`config.mk`:
```
export PLATFORM = sky130hd
export DESIGN_NAME = hello_cpu_0_oci_trace_monitor
export DESIGN_NICKNAME = d
export VERILOG_FILES = /design/src/rtl/hello_cpu_0_oci_pkg.sv /design/src/rtl/hello_cpu_0_oci_trace_fifo.sv /design/src/rtl/hello_cpu_0_oci_trace_monitor.sv
export SDC_FILE = /design/constraint.sdc
export NUM_CORES = 1
export LEC_CHECK = 0
export ABC_CLOCK_PERIOD_IN_PS = 3700
export CORE_ASPECT_RATIO = 0.8
export CORE_MARGIN = 2
export CORE_UTILIZATION = 39
export CTS_CLUSTER_SIZE = 24
export DETAILED_ROUTE_END_ITERATION = 10
export SLEW_MARGIN = 20
export SYNTH_ARGS = -nofsm -noshare
export SYNTH_HDL_FRONTEND = slang
export SYNTH_HIERARCHICAL = 1
export SYNTH_SLANG_ARGS = --single-unit
```
`constraint.sdc`:
```
create_clock -name clk -period 3.7 [get_ports clk]
set_input_delay 0.74 -clock clk [delete_from_list [all_inputs] [get_ports clk]]
set_output_delay 0.74 -clock clk [all_outputs]
set_load 0.05 [all_outputs]
```
`src/rtl/hello_cpu_0_oci_pkg.sv`:
```
`default_nettype none
// ---------------------------------------------------------------------------
// hello_cpu_0_oci_pkg : shared types and default widths for the OCI monitor
// Revision: 1.0
// ---------------------------------------------------------------------------
package hello_cpu_0_oci_pkg;

   localparam int OCI_DCT_DATA_W = 30;
   localparam int OCI_DCT_CNT_W  = 4;

   typedef enum logic [1:0] {
      CAPTURE = 2'd0,
      DRAIN   = 2'd1,
      DONE    = 2'd2
   } oci_state_t;

endpackage
`default_nettype wire

```
`src/rtl/hello_cpu_0_oci_trace_fifo.sv`:
```
`default_nettype none
// ---------------------------------------------------------------------------
// hello_cpu_0_oci_trace_fifo : synchronous show-ahead FIFO with level output
// Revision: 1.0
// ---------------------------------------------------------------------------
module hello_cpu_0_oci_trace_fifo #(
   parameter  int DATA_W = 30,
   parameter  int DEPTH  = 16,
   localparam int LVL_W  = $clog2(DEPTH) + 1
) (
   input  logic              clk,
   input  logic              reset_n,
   input  logic              push,
   input  logic [DATA_W-1:0] push_data,
   input  logic              pop,
   output logic [DATA_W-1:0] pop_data,
   output logic              full,
   output logic              empty,
   output logic [LVL_W-1:0]  level
);

   localparam int AW = $clog2(DEPTH);

   logic [DATA_W-1:0] r_mem [DEPTH];
   logic [AW-1:0]     r_wr_ptr;
   logic [AW-1:0]     r_rd_ptr;
   logic [LVL_W-1:0]  r_level;
   logic [DATA_W-1:0] r_last;
   logic              w_pop;
   logic              w_push;

   assign empty  = (r_level == '0);
   assign full   = (r_level == LVL_W'(DEPTH));
   assign w_pop  = pop && !empty;
   assign w_push = push && (!full || w_pop);
   assign level  = r_level;

   // Level counter resolves full/empty, so pointers need no extra wrap bit.
   assign pop_data = empty ? r_last : r_mem[r_rd_ptr];

   always_ff @(posedge clk) begin
      if (reset_n && w_push) begin
         r_mem[r_wr_ptr] <= push_data;
      end
   end

   always_ff @(posedge clk) begin
      if (!reset_n) begin
         r_wr_ptr <= '0;
         r_rd_ptr <= '0;
         r_level  <= '0;
         r_last   <= '0;
      end else begin
         if (w_push) begin
            r_wr_ptr <= r_wr_ptr + AW'(1);
         end
         if (w_pop) begin
            r_rd_ptr <= r_rd_ptr + AW'(1);
            r_last   <= r_mem[r_rd_ptr];
         end
         r_level <= r_level + LVL_W'(w_push) - LVL_W'(w_pop);
      end
   end

endmodule
`default_nettype wire

```
`src/rtl/hello_cpu_0_oci_trace_monitor.sv`:
```
`default_nettype none
// ---------------------------------------------------------------------------
// hello_cpu_0_oci_trace_monitor : DCT capture FIFO, sequence checker, drain FSM
// Revision: 1.0
// ---------------------------------------------------------------------------
module hello_cpu_0_oci_trace_monitor
   import hello_cpu_0_oci_pkg::*;
#(
   parameter  int DATA_W = OCI_DCT_DATA_W,
   parameter  int CNT_W  = OCI_DCT_CNT_W,
   parameter  int DEPTH  = 16,
   parameter  int DROP_W = 8,
   localparam int LVL_W  = $clog2(DEPTH) + 1
) (
   input  logic              clk,
   input  logic              reset_n,
   input  logic [DATA_W-1:0] dct_buffer,
   input  logic [CNT_W-1:0]  dct_count,
   input  logic              dct_valid,
   input  logic              test_ending,
   output logic [DATA_W-1:0] rd_data,
   output logic              rd_valid,
   input  logic              rd_ready,
   output logic [LVL_W-1:0]  fill_level,
   output logic              overflow,
   output logic [DROP_W-1:0] drop_count,
   output logic              count_mismatch,
   output logic [CNT_W-1:0]  mismatch_seen,
   output logic              test_has_ended
);

   oci_state_t        r_state;
   oci_state_t        w_state_next;
   logic              r_ended;
   logic              r_overflow;
   logic [DROP_W-1:0] r_drop_count;
   logic              r_mismatch;
   logic [CNT_W-1:0]  r_mismatch_seen;
   logic [CNT_W-1:0]  r_exp_seq;
   logic              w_full;
   logic              w_empty;
   logic              w_pop;
   logic              w_capture_valid;
   logic              w_push;
   logic              w_drop;

   assign w_pop           = rd_ready && !w_empty;
   assign w_capture_valid = dct_valid && (r_state == CAPTURE);
   // A pop in the same cycle frees a slot, so a full FIFO can still accept.
   assign w_push          = w_capture_valid && (!w_full || w_pop);
   assign w_drop          = w_capture_valid && !w_push;

   hello_cpu_0_oci_trace_fifo #(
      .DATA_W (DATA_W),
      .DEPTH  (DEPTH)
   ) u_fifo (
      .clk       (clk),
      .reset_n   (reset_n),
      .push      (w_push),
      .push_data (dct_buffer),
      .pop       (w_pop),
      .pop_data  (rd_data),
      .full      (w_full),
      .empty     (w_empty),
      .level     (fill_level)
   );

   always_comb begin
      w_state_next = r_state;
      case (r_state)
         CAPTURE: if (test_ending) w_state_next = DRAIN;
         DRAIN:   if (w_empty || (fill_level == LVL_W'(1) && w_pop)) w_state_next = DONE;
         DONE:    w_state_next = DONE;
         default: w_state_next = CAPTURE;
      endcase
   end

   always_ff @(posedge clk) begin
      if (!reset_n) begin
         r_state <= CAPTURE;
         r_ended <= 1'b0;
      end else begin
         r_state <= w_state_next;
         r_ended <= (w_state_next == DONE);
      end
   end

   // Sequence check covers dropped words too; exp_seq always resyncs.
   always_ff @(posedge clk) begin
      if (!reset_n) begin
         r_overflow      <= 1'b0;
         r_drop_count    <= '0;
         r_mismatch      <= 1'b0;
         r_mismatch_seen <= '0;
         r_exp_seq       <= '0;
      end else begin
         if (w_drop) begin
            r_overflow <= 1'b1;
            if (r_drop_count != '1) begin
               r_drop_count <= r_drop_count + DROP_W'(1);
            end
         end
         if (w_capture_valid) begin
            if (dct_count != r_exp_seq) begin
               r_mismatch <= 1'b1;
               if (!r_mismatch) begin
                  r_mismatch_seen <= dct_count;
               end
            end
            r_exp_seq <= dct_count + CNT_W'(1);
         end
      end
   end

   assign rd_valid       = !w_empty;
   assign overflow       = r_overflow;
   assign drop_count     = r_drop_count;
   assign count_mismatch = r_mismatch;
   assign mismatch_seen  = r_mismatch_seen;
   assign test_has_ended = r_ended;

endmodule
`default_nettype wire

```
# Word level (Yosys, flattened, before mapping)
# Memory sizes are Yosys's and may differ from the RTL's. A register that Yosys moved wholly into a read port is not among the register bits.
# Cells that the tools add are included.
# Widths: inputs -> output; s select.
# classes
n_eq_ne	7
add_sub_neg	6
muxes	8
reduce_logical	19
bitwise	1
# op_table
cell	count
$mux 30	1
$add 4x1->4 const B	3
$add 8x1->8 const B	1
$logic_and 1x1->1	8
$mux 4	2
$ne 8x8->1 const B	1
$pmux 2 s3	1
$add 5x1->5	1
$eq 5x1->1 const B	1
$eq 5x5->1 const B	1
$logic_not 5->1	1
$sub 5x1->5	1
$eq 2x2->1 const B	2
$mux 2	2
$ne 4x4->1	1
$reduce_and 2->1	2
$logic_not 1->1	3
$logic_or 1x1->1	3
$reduce_and 3->1	1
$eq 2x1->1 const B	1
$logic_not 2->1	1
$mux 1	2
$not 1->1	1
# word_totals
mem_bits_rw	480
in_bits	39
output_inout_bits	51
wordCells	53
regBits	64
memories	1
# mem_list
name	depth	word_bits	rd	rd_clocked_by_memory_dff	write_ports	line	rtl
u_fifo.r_mem	16	30	1	1	1	hello_cpu_0_oci_trace_fifo.sv:24	logic [DATA_W-1:0] r_mem [DEPTH];

# Longest topological paths before layout
# Gate-level depths: netlist of the first run.
# logic_depth
word_depth	9
mapped_depth	18
mapped_depth_nobuf	16

# By module
# Netlist of the first run, hierarchy kept.
# modules_own_cells
module	cells_per_inst	area_each_um2	instances	seq_area_each_um2
hello_cpu_0_oci_trace_fifo	1297	20988.9	1	15354.7
hello_cpu_0_oci_trace_monitor	116	998.5	1	420.4

# Least setup slack after synthesis of the first run
# OpenSTA, ideal clock, no wires.
# synth_path
path_type	flip-flop to flip-flop
start	reg u_fifo.r_level[2], in the netlist u_fifo/level[2]
end	mem u_fifo.r_mem[12][0] (enable)
required_time_ps	3283
setup_slack_ps	-517
synth_period_minus_slack_ps	4217
path_stages_with_launch	13
arrival_time_ps	3800
setup_time_ps	417
n_path_buf	3
cell_sequence	dfxtp_1 > inv_1 > ha_1 > or4b_4 > inv_2 > clkbuf_1 > nand2b_1 > inv_1 > clkbuf_1 > o21a_1 > clkbuf_1 > nand2_1 > nor2_1
# synth_via
elab_chain_len	9
elab_cells_between_ends	13
cone_classes	1 x eq/ne; 2 x mux; 10 x reduce/logical
# synth_lines
element	line	rtl
start, declared	hello_cpu_0_oci_trace_fifo.sv:27	logic [LVL_W-1:0] r_level;
start signal, assigned	hello_cpu_0_oci_trace_fifo.sv:61	r_level <= r_level + LVL_W'(w_push) - LVL_W'(w_pop);
$logic_not 5->1 *	hello_cpu_0_oci_trace_fifo.sv:32	assign empty = (r_level == '0);
via w_empty	hello_cpu_0_oci_trace_monitor.sv:41	logic w_empty;
$logic_not 1->1 *	hello_cpu_0_oci_trace_monitor.sv:47	assign w_pop = rd_ready && !w_empty;
$logic_and 1x1->1 *	hello_cpu_0_oci_trace_monitor.sv:47	
via w_pop	hello_cpu_0_oci_trace_monitor.sv:42	logic w_pop;
$logic_or 1x1->1 / $logic_and 1x1->1 (equally long branches)	hello_cpu_0_oci_trace_monitor.sv:50, hello_cpu_0_oci_trace_fifo.sv:34	
$logic_and 1x1->1 / $logic_or 1x1->1 (equally long branches)	hello_cpu_0_oci_trace_monitor.sv:50, hello_cpu_0_oci_trace_fifo.sv:35	
$logic_and 1x1->1 *	hello_cpu_0_oci_trace_fifo.sv:35	assign w_push = push && (!full || w_pop);
$logic_and 1x1->1 *	hello_cpu_0_oci_trace_fifo.sv:42	if (reset_n && w_push) begin
$mux 1 *	hello_cpu_0_oci_trace_fifo.sv:42	
$mux 1 (implied by the code) *	hello_cpu_0_oci_trace_fifo.sv:43	r_mem[r_wr_ptr] <= push_data;
end, declared	hello_cpu_0_oci_trace_fifo.sv:24	
# Mark *: on every way through the listed nets, which the timed path passes. The rest lies on a longest branch.

==> run summary, run 1 <==
Clock Sinks - 548
Outcome - finished clean
Iteration-0 DRC count of the detailed router - 1463
Seq/Total Area, Yosys - 71.7%
Longest Clk Path Bufs - 3
Mux contribution to synthesized area - 11.4%
Compound-cell area share of the yosys netlist - 6.23%
Routed WL - 54.1 mm
Worst EP arrival - 2.80 ns
Hpwl dp - 32.5 mm
CTS tree - built
Setup WS post-layout - 0.156 ns
Pre-CTS WS - 0.244 ns
Worst setup path endpoint - rd_data[13]
Mapped cell area - 0.0220 mm²
Simple-gate share of the synthesized area - 6.98%
Post-synthesis adder-cell area fraction - 0.831%
Setup tns final - 0 ns
Least-Margin Pin Slew - 1.03 ns
Hold Path Class - flip-flop to flip-flop
Final worst path period share - 95.8%
Post-Route Skew - 0.0146 ns
RSZ-0062 raised after global routing - false
Initial antenna violation count - 0
R2r startpoint - u_fifo/level[2]$_SDFF_PN0_
Pleak - 8.37 nW
Top FF cell, synth - edfxtp_1
Rows - 77
Crit path cell chain - buf_6 > mux2i_1 > a222oi_1 > o2111ai_1 > nand3_1 > buf_12
Gr busiest metal - met2
H-tree depth - 2
Post-synth ARST share - 0%
M2 GR Usage - 29.4%
Die area - 0.0583 mm²
Worst endpoint required time - 2.96 ns
NumNets Final - 1598
R2R Setup Slk - 0.26 ns
Clk_lat worst skew - 0.61 ns
Core area - 0.0555 mm²
Die width - 269 µm
Critical Path Slowest Stage Cell - a222oi_1
Setup violations, final - 0
Antenna Violating Nets Remaining - 0
Grt met3 use - 2.98%
Max-cap viol count - 0
Nature of the critical path startpoint - flip-flop
Global Route Usage Sum - 18.4%
Worst setup EP type - output pin
Grt total ovfl - 0
Pin count of the biggest net entering global routing - 66
Maximum vdd drop - 0.475 mV
Pins over their slew limit - 0
Initial Util - 39.6%
Post-synth EDFFs - 480
Critical path buffer and inverter count - 2
Drc violations - 0
Vias in the first global route - 12.7k
Met1 usage - 26.0%
DIE HEIGHT - 216 µm
Main combinational cell family by area after synthesis - multiplexers
PortBufs - 89
Synth cell types - 49
Syn nets - 1466
Share of layout cells above drive strength 1 - 15.5%
Post-layout util - 47.3%
Worst Reg-to-Reg Cells - 16
Filler cells - 4776
Router iterations before antenna repair - 9
Yosys reg bits - 548
Minimum clock period - 3.54 ns
Synth Area per Inst - 15.6 µm²
Family with the most delay on the worst path - compound AO/OA/AOI/OAI gates
Crit path kind - flip-flop to output pin
Final hold violations - 0
RR Endpoint - u_fifo/level[4]$_SDFF_PN0_
Syn Inst Count - 1413
Critical Path Max Stage Delay - 0.53 ns
XOR/XNOR Fraction of Synth Area - 0.598%
Layout area overhead - 19.5%
Reg clk slew, reported paths - 0.06 ns
First-pass GRT wire length - 81.1 mm
PwrDens - 703 mW/mm²
F_max - 282 MHz
Cts bufs inserted - 53
WL/cell - 23.2 µm
Routability cong. - 0.793
Max FO, Critical Path - 27
Diodes inserted - 0
Synth Warn # - 6
DR vias/cell - 5.55
Clock root buffer - clkbuf_16
Worst path depth - 6
Slew Limit Headroom - 31.1%
Top Ports - 90
WHS Path Cells - 2
Vias - 13.0k
[final cells by class]
type | instances | area [µm²] | share of cell area (%)
Sequential cell | 548 | 15800 | 60.1
Multi-Input combinational cell | 759 | 5890 | 22.4
Timing Repair Buffer | 168 | 1840 | 7.02
Clock buffer | 62 | 1370 | 5.22
Tap cell | 750 | 938 | 3.57
Clock inverter | 35 | 380 | 1.45
Inverter | 15 | 56.3 | 0.214
[power by group]
| group | leakage [nW] | switching, mW | internal, mW |
|---|---|---|---|
| sequential | 4.88 | 0.180 | 7.01 |
| combinational | 2.64 | 3.69 | 2.11 |
| clock | 0.845 | 2.32 | 3.14 |
| total | 8.37 | 6.19 | 12.3 |
[registers in the layout, indices dropped and copies added (netlist names), 2 cells and up, named ones only]
register         flops
u_fifo/r_rd_ptr      4
r_state              2
u_fifo/r_mem       480
u_fifo/r_wr_ptr      4
r_exp_seq            4
mismatch_seen        4
u_fifo/level         5
drop_count           8
u_fifo/r_last       30
[routing by layer]
| layer | vias to the layer above | wire, µm |
|---|---|---|
| met1 | 6622 | 24500 |
| met4 | 0 | 978 |
| met5 | - | 0 |
| met3 | 64 | 3270 |
| met2 | 432 | 25400 |
| li1 | 5854 | - |
[tightest hold or removal path, stage by stage (launching register included)]
cell and delay [ns]:
dfxtp_1 0.31, nand2_1 0.05, mux2i_1 0.06
[cell usage after synthesis, types with 5 or more instances]
library cell | number | area (µm²)
mux2i_1 | 227 | 2270
dfxtp_1 | 68 | 1360
nand3_1 | 147 | 736
xor2_1 | 7 | 61.3
a222oi_1 | 60 | 601
and2_1 | 16 | 100
nor2_1 | 27 | 101
o21ai_0 | 8 | 40.0
inv_1 | 13 | 48.8
xnor2_1 | 8 | 70.1
mux2_2 | 20 | 225
edfxtp_1 | 480 | 14400
nand2_1 | 79 | 297
or3_1 | 5 | 31.3
o2111ai_1 | 40 | 350
clkbuf_1 | 45 | 169
nor2b_1 | 5 | 31.3
a21boi_0 | 10 | 75.1
ha_1 | 13 | 163
a21oi_1 | 42 | 210
buf_4 | 12 | 90.1
and3_1 | 7 | 43.8
buf_2 | 28 | 140
[cells by family after synthesis]
kind of cell	count (synthesis)
AOI/OAI and AO/OA	172
and+or+nand+nor	311
adders and majority gates	14
buffers and inverters	106
muxes	247
DFF	548
xor gates and xnor gates	15
[worst min-delay path by stage]
| stage | from | end | slack [ns] |
|---|---|---|---|
| 2_1_floorplan | u_fifo/r_last[0]$_SDFFE_PN0P_ | u_fifo/r_last[0]$_SDFFE_PN0P_ | 0.44 |
| 3_3_place_gp | mismatch_seen[2]$_SDFFE_PN0P_ | mismatch_seen[2]$_SDFFE_PN0P_ | 0.44 |
| 3_5_place_dp | u_fifo/r_last[8]$_SDFFE_PN0P_ | u_fifo/r_last[8]$_SDFFE_PN0P_ | 0.45 |
| 4_1_cts | mismatch_seen[3]$_SDFFE_PN0P_ | mismatch_seen[3]$_SDFFE_PN0P_ | 0.47 |
| 5_1_grt | u_fifo/r_last[6]$_SDFFE_PN0P_ | u_fifo/r_last[6]$_SDFFE_PN0P_ | 0.49 |
| 6_report | mismatch_seen[3]$_SDFFE_PN0P_ | mismatch_seen[3]$_SDFFE_PN0P_ | 0.47 |
[through the flow]
stage / power [mW] / instance area, µm² / hold WS (ns) / std cells
3_5_place_dp: 13.0 / 24400 / 0.454 / 2229
5_1_grt: 19.2 / 26300 / 0.488 / 2337
3_3_place_gp: 13.0 / 24400 / 0.444 / 2229
4_1_cts: 18.5 / 26200 / 0.468 / 2333
2_1_floorplan: 10.7 / 22000 / 0.439 / 1413
6_report: 18.5 / 26300 / 0.465 / 2337
[layout by cell type (no fill, tap or decap), types with 14 or more instances in the layout]
cell / instances
clkdlybuf4s50_1: 58
mux2i_1: 227
nand2_1: 79
a222oi_1: 60
mux2_2: 20
a21oi_1: 42
edfxtp_1: 480
nand3_1: 147
o2111ai_1: 40
buf_12: 34
nor2_4: 17
and2_1: 14
buf_4: 73
dfxtp_1: 62
clkbuf_16: 53
[what timing repair did]
item	4_1_cts	5_1_grt
endpoints found under the setup margin	16	15
hold buffers	0	0
pin swaps	3	1
buffers inserted	7	4
resized for setup	3	3
(Power assumes the default switching activity.)
==> inputs of run 2 (changes only) <==
--- a/config.mk
+++ b/config.mk
@@ -14,5 +14,4 @@
 export SLEW_MARGIN = 20
 export SYNTH_ARGS = -nofsm -noshare
 export SYNTH_HDL_FRONTEND = slang
-export SYNTH_HIERARCHICAL = 1
 export SYNTH_SLANG_ARGS = --single-unit
==> run summary, run 2 <==
Drc violations - 0
Routability cong. - 0.765
Yosys reg bits - 548
Mapped cell area - 0.0219 mm²
Worst endpoint required time - 2.96 ns
Synth Area per Inst - 15.7 µm²
F_max - 282 MHz
Clk_lat worst skew - 0.62 ns
Global Route Usage Sum - 18.7%
R2R Setup Slk - 0.68 ns
Top Ports - 90
Final hold slack - 0.455 ns
Iteration-0 DRC count of the detailed router - 1265
Commonest non-fill, non-tap cell in the layout - edfxtp_1
Initial Util - 39.6%
Clock Sinks - 548
Count leader, synth - edfxtp_1
Yosys top cell area share - 65.7%
Vias in the first global route - 12.8k
Routed WL - 54.6 mm
Setup violations, final - 0
Synth area leaders - edfxtp_1 66%, mux2i_1 10%, dfxtp_1 6.2%
Share of layout cells above drive strength 1 - 15.2%
Layout area overhead - 20.4%
Max FFs per register - 480
Minimum clock period - 3.54 ns
RSZ-0062 raised after global routing - false
Pleak - 8.45 nW
Nature of the critical path startpoint - flip-flop
Largest area contributor in the netlist - edfxtp_1
Core area - 0.0554 mm²
Least-Margin Pin Slew - 0.890 ns
H-tree depth - 2
Post-layout util - 47.7%
Synth top cells by count - 480 x edfxtp_1, 226 x mux2i_1, 96 x nand3_1, 68 x dfxtp_1, 65 x nand2_1
Critical Path Most Common Cell - buf_12
Post-synth EDFFs - 480
Worst setup EP type - output pin
Top FF cell, synth - edfxtp_1
CTS Hold Buffers Added - 0
Hold Path Class - flip-flop to flip-flop
Max-cap viol count - 0
Slew Limit Headroom - 40.7%
DR vias/cell - 5.53
Maximum vdd drop - 0.559 mV
Critical path buffer and inverter count - 2
PwrDens - 704 mW/mm²
Setup tns final - 0 ns
Syn nets - 1453
Longest Clk Path Bufs - 3
DIE HEIGHT - 216 µm
Rows - 77
First-pass GRT wire length - 82.2 mm
Outcome - finished clean
Most frequent cells in the layout - 480 x edfxtp_1, 226 x mux2i_1, 96 x nand3_1
Critical Path Max Stage Delay - 0.57 ns
Post-Route Skew - 0.0244 ns
Diodes inserted - 0
Router iterations before antenna repair - 8
Critical Path Slowest Stage Cell - dfxtp_4
NumNets Final - 1578
Hpwl dp - 32.3 mm
Pins over their slew limit - 0
Initial antenna violation count - 0
Post-synth ARST share - 0%
Die width - 269 µm
Worst EP arrival - 2.80 ns
Family with the most delay on the worst path - simple AND/OR/NAND/NOR gates
Most flops, register - u_fifo.r_mem
Setup WS post-layout - 0.155 ns
Grt total ovfl - 0
Synth cell types - 44
PortBufs - 89
Die area - 0.0582 mm²
Crit path cell chain - nor2_4 > buf_12 > a222oi_1 > nand3b_1 > nand3_1 > buf_12
Pre-CTS WS - 0.284 ns
Seq/Total Area, Yosys - 71.9%
Final hold violations - 0
Synth Warn # - 0
Vias - 12.8k
Cts bufs inserted - 54
Crit path kind - flip-flop to output pin
Clock root buffer - clkbuf_16
WL/cell - 23.5 µm
Final worst path period share - 95.8%
Reg clk slew, reported paths - 0.06 ns
Pin count of the biggest net entering global routing - 68
Syn Inst Count - 1400
CTS tree - built
Max FO, Critical Path - 29
Antenna Violating Nets Remaining - 0
[run 2: tightest hold or removal path, delay by kind of cell (launching register included)]
kind	cells	cell delay [ns]
flops	1	0.30
mux	1	0.05
simple gates	1	0.05
[run 2: layout make-up]
type / instances / area, µm²
fillers: 4671 / 29000
flip-flops and latches: 548 / 15800
multi-input cells: 749 / 5840
repair buffers: 157 / 1940
clock buffers: 65 / 1420
well taps: 750 / 938
clock inverters: 35 / 433
inverters: 15 / 56.3
[run 2: kinds of logic (layout without fill, tap and decap cells)]
group           Yosys count  in the layout  synth area share (%)
flops                   548            548                  71.9
simple gates            310            310                  7.27
mux                     246            246                  11.3
compound gates          164            164                  5.78
buf+inv                 103            272                  2.30
xor+xnor                 15             15                 0.599
fa+ha+maj                14             14                 0.832
[run 2: stage by stage]
stage          total power [mW]  cell area, µm²  instances
6_report                   18.6           26400       2319
5_1_grt                    19.3           26400       2319
4_1_cts                    18.7           26400       2314
3_5_place_dp               12.9           24500       2210
3_3_place_gp               12.9           24500       2210
2_1_floorplan              10.4           22000       1400
[run 2: per-layer routing]
| metal | vias up | routed length [µm] | global-route usage (%) |
|---|---|---|---|
| met1 | 6473 | 24100 | 26.1 |
| met4 | 0 | 1310 | 5.75 |
| li1 | 5785 | - | - |
| met3 | 97 | 3920 | 3.77 |
| met5 | - | 0 | 0 |
| met2 | 459 | 25300 | 29.5 |
[run 2: what timing repair did]
| item | in CTS | in global routing |
|---|---|---|
| endpoints found under the setup margin | 30 | 20 |
| gates resized for setup | 3 | 4 |
| buffers inserted | 4 | 5 |
| pin swaps | 2 | 4 |
[run 2: worst paths after layout]
| kind | cells past startpoint | start | end |
|---|---|---|---|
| setup / recovery | 6 | flip-flop | rd_data[16] |
| hold / removal | 2 | mismatch_seen[2]$_SDFFE_PN0P_ | mismatch_seen[2]$_SDFFE_PN0P_ |
| setup reg to reg | 15 | u_fifo.level[3]$_SDFF_PN0_ | u_fifo.level[4]$_SDFF_PN0_ |
| hold reg to reg | 2 | mismatch_seen[2]$_SDFFE_PN0P_ | mismatch_seen[2]$_SDFFE_PN0P_ |
[run 2: report_power, final]
| group | total, mW | internal [mW] | switching [mW] |
|---|---|---|---|
| logic | 5.68 | 2.24 | 3.45 |
| clock network | 5.75 | 3.39 | 2.37 |
| registers | 7.15 | 6.97 | 0.184 |
| total | 18.6 | 12.6 | 6.00 |
==> inputs of run 3 (changes only) <==
--- a/config.mk
+++ b/config.mk
@@ -11,6 +11,7 @@
 export CORE_UTILIZATION = 39
 export CTS_CLUSTER_SIZE = 24
 export DETAILED_ROUTE_END_ITERATION = 10
+export DONT_BUFFER_PORTS = 1
 export SLEW_MARGIN = 20
 export SYNTH_ARGS = -nofsm -noshare
 export SYNTH_HDL_FRONTEND = slang
==> run summary, run 3 (synthesis results as in run 2) <==
Nature of the critical path startpoint - flip-flop
Critical Path Max Stage Delay - 0.48 ns
Router iterations before antenna repair - 6
Rows - 77
Worst endpoint required time - 2.96 ns
Worst setup EP type - output pin
Top layer in use - met4
Antenna Violating Nets Remaining - 0
Vias in the first global route - 12.6k
H-tree depth - 2
Die area - 0.0582 mm²
Critical path buffer and inverter count - 3
Share of layout cells above drive strength 1 - 15.1%
Global Route Usage Sum - 18.5%
PortBufs - 0
Critical Path Most Common Cell - buf_4
Critical Path Slowest Stage Cell - buf_4
PwrDens - 684 mW/mm²
Initial Util - 39.6%
Clock root buffer - clkbuf_16
Worst setup path endpoint - rd_data[1]
Diodes inserted - 0
Core area - 0.0554 mm²
R2r startpoint - u_fifo.level[2]$_SDFF_PN0_
DIE HEIGHT - 216 µm
Final worst path period share - 94.9%
Max-cap viol count - 0
Post-Route M1 WL - 24.6 mm
Initial antenna violation count - 1
Pin count of the biggest net entering global routing - 68
Clock Sinks - 548
Iteration-0 DRC count of the detailed router - 1344
Routability cong. - 0.778
Post-Route Skew - 0.0218 ns
RSZ-0062 raised after global routing - false
Worst path depth - 8
Commonest non-fill, non-tap cell in the layout - edfxtp_1
CP startpoint - u_fifo.level[2]$_SDFF_PN0_
Hpwl dp - 31.3 mm
Family with the most delay on the worst path - simple AND/OR/NAND/NOR gates
DR WL met2 - 25.0 mm
Top Ports - 90
RR Endpoint - u_fifo.level[4]$_SDFF_PN0_
Cts bufs inserted - 54
Final hold violations - 0
Layout area overhead - 15.4%
NumNets Final - 1517
Die width - 269 µm
R2R Setup Slk - 0.71 ns
Pre-CTS WS - 0.563 ns
Max FFs per register - 480
Pins over their slew limit - 0
Crit path cell chain - inv_1 > ha_1 > nor3b_4 > and2b_2 > buf_4 > nand2_1 > nand3_1 > buf_4
WL/cell - 24.3 µm
Slew Limit Headroom - 42.4%
Worst Reg-to-Reg Cells - 15
Setup WS post-layout - 0.187 ns
F_max - 285 MHz
Maximum vdd drop - 0.368 mV
Minimum clock period - 3.51 ns
Most frequent cells in the layout - 480 x edfxtp_1, 226 x mux2i_1, 96 x nand3_1
Drc violations - 0
Pleak - 8.03 nW
First-pass GRT wire length - 81.0 mm
Hold Path Class - input pin to flip-flop
Most flops, register - u_fifo.r_mem
Longest Clk Path Bufs - 3
Reg clk slew, reported paths - 0.07 ns
Outcome - finished clean
Grt total ovfl - 0
Vias - 12.7k
Setup tns final - 0 ns
Least-Margin Pin Slew - 0.864 ns
Setup violations, final - 0
Filler cells - 4745
Routed WL - 55.0 mm
Met3 Wirelength - 4.32 mm
Crit path kind - flip-flop to output pin
Max FO, Critical Path - 30
Worst EP arrival - 2.77 ns
DR vias/cell - 5.61
CTS tree - built
Clk_lat worst skew - 0.60 ns
[run 3: cell count changes in the layout (fill, tap and decap cells not counted), sizes merged]
cell	change
clkdlybuf4s50	-58
clkinv	+3
inv	-4
bufinv	-5
clkbuf	+10
buf	-4
clkinvlp	-1
[run 3: power by group]
group          total (mW)  internal [mW]  switching [mW]
clock                5.46           3.13            2.33
sequential           7.15           6.97           0.188
combinational        4.72           1.52            3.20
[run 3: repair_timing]
item / 4_1_cts / 5_1_grt
hold endpoints to repair: 0 / 0
setup buffers: 0 / 7
hold buffers: 0 / 0
gates resized for setup: 0 / 1
endpoints found under the setup margin: 0 / 2
[run 3: per-layer routing]
layer / global-route usage (%) / up-vias
met1: 25.9 / 6463
met3: 4.01 / 80
met2: 29.4 / 469
met5: 0 / -
li1: - / 5672
met4: 4.75 / 0
[run 3: area by class of cell]
| class | instances | area [µm²] | area share, % |
|---|---|---|---|
| Clock buffer | 74 | 1510 | 5.95 |
| Multi-Input combinational cell | 749 | 5840 | 23.0 |
| Timing Repair Buffer | 96 | 946 | 3.73 |
| Sequential cell | 548 | 15800 | 62.3 |
| Clock inverter | 28 | 262 | 1.03 |
| Tap cell | 750 | 938 | 3.70 |
| Inverter | 15 | 57.6 | 0.227 |
[run 3: through the flow]
step           utilization [%]  cell area, µm²  std cells  power [mW]  hold WS, ns
6_report                  45.7           25300       2260        17.3        0.222
5_1_grt                   45.7           25300       2260        18.0        0.193
4_1_cts                   45.6           25300       2253        17.4        0.194
3_5_place_dp              42.4           23500       2151        11.9        0.454
3_3_place_gp              42.4           23500       2151        11.9        0.453
2_1_floorplan                -           22000       1400        10.4        0.439
[run 3: how the worst min path moves through the flow]
stage | slack (ns) | cells after the start | startpoint | endpoint
final | 0.22 | 0 | dct_buffer[13] | u_fifo.r_mem[6][13]$_DFFE_PP_
after global routing | 0.19 | 0 | dct_buffer[4] | u_fifo.r_mem[7][4]$_DFFE_PP_
after CTS | 0.19 | 0 | dct_buffer[23] | u_fifo.r_mem[10][23]$_DFFE_PP_
after detailed placement | 0.45 | 2 | u_fifo.r_last[5]$_SDFFE_PN0N_ | u_fifo.r_last[5]$_SDFFE_PN0N_
after global placement | 0.45 | 2 | u_fifo.r_last[4]$_SDFFE_PN0N_ | u_fifo.r_last[4]$_SDFFE_PN0N_
after floorplan | 0.44 | 2 | u_fifo.r_last[18]$_SDFFE_PN0N_ | u_fifo.r_last[18]$_SDFFE_PN0N_
